==> config.mk <==
export PLATFORM = sky130hd
export DESIGN_NAME = pipe_reg_chain
export DESIGN_NICKNAME = d
export VERILOG_FILES = /design/src/rtl/pipe_reg_chain.sv
export SDC_FILE = /design/constraint.sdc
export NUM_CORES = 1
export LEC_CHECK = 0
export BUFFER_PORTS_ARGS = -buffer_cell sky130_fd_sc_hd__buf_2
export CORE_MARGIN = 1.5
export CORE_UTILIZATION = 50
export DETAILED_ROUTE_END_ITERATION = 8
export PLACE_DENSITY = 0.73
export SLEW_MARGIN = 20
export SYNTH_ARGS = -nofsm -noshare
export SYNTH_HDL_FRONTEND = slang
export SYNTH_SLANG_ARGS = --single-unit
==> constraint.sdc <==
create_clock -name clk -period 7.9 [get_ports clk]
set_input_delay 0.395 -clock clk [delete_from_list [all_inputs] [get_ports clk]]
set_output_delay 0.395 -clock clk [all_outputs]
set_load 0.05 [all_outputs]
==> src/rtl/pipe_reg_chain.sv <==
`default_nettype none
// ============================================================================
//  Module   : pipe_reg_chain
//  Brief    : DEPTH-stage WIDTH-bit pipeline register chain with per-stage
//             valid bits, valid/ready flow control, bubble collapsing and
//             synchronous flush.
//  Options  : PIPE_STALL_STATS_EN adds a saturating 16-bit output stall
//             counter port (stall_cnt).
//  Revision : 1.0 - initial release
// ============================================================================
module pipe_reg_chain #(
    parameter int               WIDTH     = 32,
    parameter int               DEPTH     = 3,
    parameter logic [WIDTH-1:0] RESET_VAL = '0
) (
    input  logic                         clk,
    input  logic                         rst,
    input  logic                         in_valid,
    output logic                         in_ready,
    input  logic [WIDTH-1:0]             in_data,
    output logic                         out_valid,
    input  logic                         out_ready,
    output logic [WIDTH-1:0]             out_data,
    input  logic                         flush,
    output logic [$clog2(DEPTH+1)-1:0]   occupancy
`ifdef PIPE_STALL_STATS_EN
    ,
    output logic [15:0]                  stall_cnt
`endif
);

    localparam int OCC_W = $clog2(DEPTH+1);

    logic [DEPTH-1:0] valid_q;
    logic [DEPTH-1:0] valid_d;
    logic [WIDTH-1:0] data_q [DEPTH];
    logic [WIDTH-1:0] data_d [DEPTH];
    logic [DEPTH-1:0] adv;
    // room[k]: a payload moving into stage k this cycle has a place to go.
    // room[DEPTH] is the downstream consumer.
    logic [DEPTH:0]   room;
    logic             in_accept;

    // Ready chain from the output back to the input; flush freezes all movement.
    always_comb begin
        room        = '0;
        adv         = '0;
        room[DEPTH] = out_ready & ~flush;
        for (int k = DEPTH - 1; k >= 0; k--) begin
            adv[k]  = valid_q[k] & room[k+1] & ~flush;
            // An empty stage always accepts, which collapses bubbles.
            room[k] = room[k+1] | ~valid_q[k];
        end
        in_ready  = ~flush & room[0];
        in_accept = in_valid & in_ready;
    end

    // Next-state for every stage: load from predecessor, hold when stalled.
    always_comb begin
        valid_d = '0;
        for (int k = 0; k < DEPTH; k++) begin
            data_d[k] = data_q[k];
        end
        valid_d[0] = ~flush & (in_accept | (valid_q[0] & ~adv[0]));
        if (in_accept) begin
            data_d[0] = in_data;
        end
        for (int k = 1; k < DEPTH; k++) begin
            valid_d[k] = ~flush & (adv[k-1] | (valid_q[k] & ~adv[k]));
            if (adv[k-1]) begin
                data_d[k] = data_q[k-1];
            end
        end
    end

    // Stage registers; reset discards all in-flight payloads immediately.
    always_ff @(posedge clk or posedge rst) begin
        if (rst) begin
            valid_q <= '0;
            for (int k = 0; k < DEPTH; k++) begin
                data_q[k] <= RESET_VAL;
            end
        end else begin
            valid_q <= valid_d;
            for (int k = 0; k < DEPTH; k++) begin
                data_q[k] <= data_d[k];
            end
        end
    end

    // Occupancy is the popcount of the registered stage valid bits.
    always_comb begin
        occupancy = '0;
        for (int k = 0; k < DEPTH; k++) begin
            occupancy = occupancy + OCC_W'(valid_q[k]);
        end
    end

    assign out_valid = valid_q[DEPTH-1] & ~flush;
    assign out_data  = data_q[DEPTH-1];

`ifdef PIPE_STALL_STATS_EN
    logic [15:0] stall_cnt_q;
    logic [15:0] stall_cnt_d;

    // Count output stall cycles, saturating; flush clears and wins over counting.
    always_comb begin
        stall_cnt_d = stall_cnt_q;
        if (flush) begin
            stall_cnt_d = '0;
        end else if (out_valid && !out_ready && (stall_cnt_q != 16'hFFFF)) begin
            stall_cnt_d = stall_cnt_q + 16'd1;
        end
    end

    // Stall counter register.
    always_ff @(posedge clk or posedge rst) begin
        if (rst) begin
            stall_cnt_q <= '0;
        end else begin
            stall_cnt_q <= stall_cnt_d;
        end
    end

    assign stall_cnt = stall_cnt_q;
`endif

endmodule
`default_nettype wire

==> metrics <==
clock buffer depth 2; R2R setup slack 5720 ps; power per cell area 340 mW/mm2; period utilization 27.6%; nets@finish 335; Yosys cell types 17; via count 2013; TritonCTS clock tree done; Util after Layout 57.4%; critical path peak fanout 18; Post-DP Area 0.00432 mm2; register bit total from synthesis 99; Multi-input gate area 0.00131 mm2; CP Class register to register; Net Count, Synth 292; total of max-cap violations 0; cell taking the most area after synthesis dfrtp_1; floorplan die width 93.9 um; status complete, no violations; syn_area_per_cell 16.3 um2; Hold Slack 70.5 ps; Register Area 0.00248 mm2; total CTS buffers 9; Routability Congestion 0.727; root buffer cell clkbuf_8; worst IR drop on VDD 0.182 mV; FILL cells 642; drt drc 0; Die Y 93.9 um; Diodes inserted 0; num rows 32; Setup violations, final 0; cell count after synthesis 254; fin crit period 2180 ps; IO Count 73; layout cell share with drive strength beyond 1 63.2%; first-pass GRT wire length 10700 um; Detailed Routing Iterations Pass 1 3; Leakage Power 0.00219 uW; Worst EP required 8140 ps; global route overflow 0; cts hold-fix bufs 0; WL/cell 15.9 um; H-Tree Level Count 3; Setup crit start valid_q[2]; initial antenna violation count 0; largest net degree at the start of global routing 58; Fin Setup TNS 0 ps; Clk pin slew, worst setup/hold paths 90 ps; CTS sink count 99; fin area 0.00450 mm2; pre-CTS WS 5640 ps; Worst Hold Class input port to asynchronous set/reset pin; crit path DAT 2420 ps; vias in the first global route 2164; Max Clock Skew 7.07 ps; max_slew headroom 44.6%; final hold viol count 0; worst-skew pair later-pin latency 350 ps; FMAX 0.459 GHz; CP startpoint kind register; HPWL Detailed 4380 um; critical path endpoint category register; worst flop-to-flop path startpoint valid_q[2]; Starting DRT DRC Count 55; setup bufs post-CTS 0; Seq/Total Area, Yosys 59.9%; starting density of the core 52.7%; Die ar. 0.00882 mm2; final slew viol count 0; Synth Cell Area 0.00413 mm2; via/cell ratio 4.98; post-route setup slack 5720 ps; Final ANT Viol Nets 0; Slew @ Worst Pin 830 ps; top post-synthesis cells by area dfrtp_1 (60%), mux2_2 (18%), mux2_4 (11%), buf_4 (5.8%), buf_6 (1.9%); Syn-to-layout area delta 8.90%; RSZ-0062 raised after global routing false; Yosys Warn Count 0; Core ar. 0.00785 mm2; Routed WL 6430 um; Synth top area share 59.9%; post-cts repair resize count 0; I/O Buffers 72; Overall Global Routing Usage 16.1%
==> state kept, by name (all words and copies together), names as in the netlist <==
register and count:
data_q 64, out_data 32, valid_q 3
==> per-stage QoR <==
step / std cells / total power (uW)
after floorplan: 254 / 1230
after global placement: 388 / 1240
after detailed placement: 388 / 1250
after CTS: 404 / 1550
after global routing: 404 / 1610
final: 404 / 1530
==> placed cells by master, fill, tap and decap left out <==
cell type / instances
a211o_1: 1
a21oi_1: 1
a311o_4: 1
a31oi_1: 2
buf_2: 72
buf_4: 3
clkbuf_8: 10
clkinv_2: 1
clkinv_4: 1
clkinvlp_4: 2
dfrtp_1: 99
fa_1: 1
inv_1: 2
inv_4: 1
inv_6: 1
inv_8: 1
mux2_2: 66
mux2_4: 30
nor2_1: 4
nor2b_1: 1
nor2b_4: 1
nor3b_4: 1
==> cell families after synthesis <==
kind of cell             share of synthesized area (%)
AND/OR/NAND/NOR                                   1.15
AO/OA/AOI/OAI                                     1.12
buffers and inverters                             8.44
flip-flops                                        59.9
multiplexers                                      28.9
adder cells (fa/ha/maj)                          0.484
==> final timing paths <==
| path | to | cells past startpoint |
|---|---|---|
| setup / recovery | out_data[22] | 4 |
| hold / removal | data_q[57] | 2 |
| setup reg to reg | out_data[22] | 4 |
| hold reg to reg | data_q[62] | 1 |
| max in group asynchronous | data_q[79] | 3 |
| min in group clk | data_q[70] | 2 |
==> synthesized netlist by cell type (all sizes together) <==
cell type / number
dfrtp: 99
mux2: 96
buf: 42
nor2: 4
inv: 3
a31oi: 2
nor2b: 2
a211o: 1
a21oi: 1
a311o: 1
clkbuf: 1
fa: 1
nor3b: 1
==> critical path, stage by stage (launching register included) <==
cell,delay [ps]
dfrtp_1,410
nor2b_4,160
nor3b_4,690
buf_4,410
mux2_2,380
==> metal layers <==
layer / vias to the layer above / GRT usage, % / part of all wire [%]
li1: 924 / - / -
met1: 1034 / 21.3 / 46
met2: 50 / 24.9 / 48
met3: 5 / 6.15 / 5.1
met4: 0 / 4.73 / 0.92
met5: - / 0 / 0
==> area by class of cell <==
type	count	share of cell area [%]
sequential	99	55.0
multi-input combinational	109	29.2
timing repair buffer	75	8.50
clock buffer	10	3.06
tap	102	2.83
clock inverter	6	1.08
inverter	3	0.306
==> where the power goes <==
group	leakage, uW	internal, uW	switching, uW	total [uW]
Sequential	0.00119	646	72.3	718
Clock	0.0000908	126	172	299
Combinational	0.000914	176	340	515
Total	0.00219	948	584	1530
Note: power is estimated with default switching activity, not from simulation.
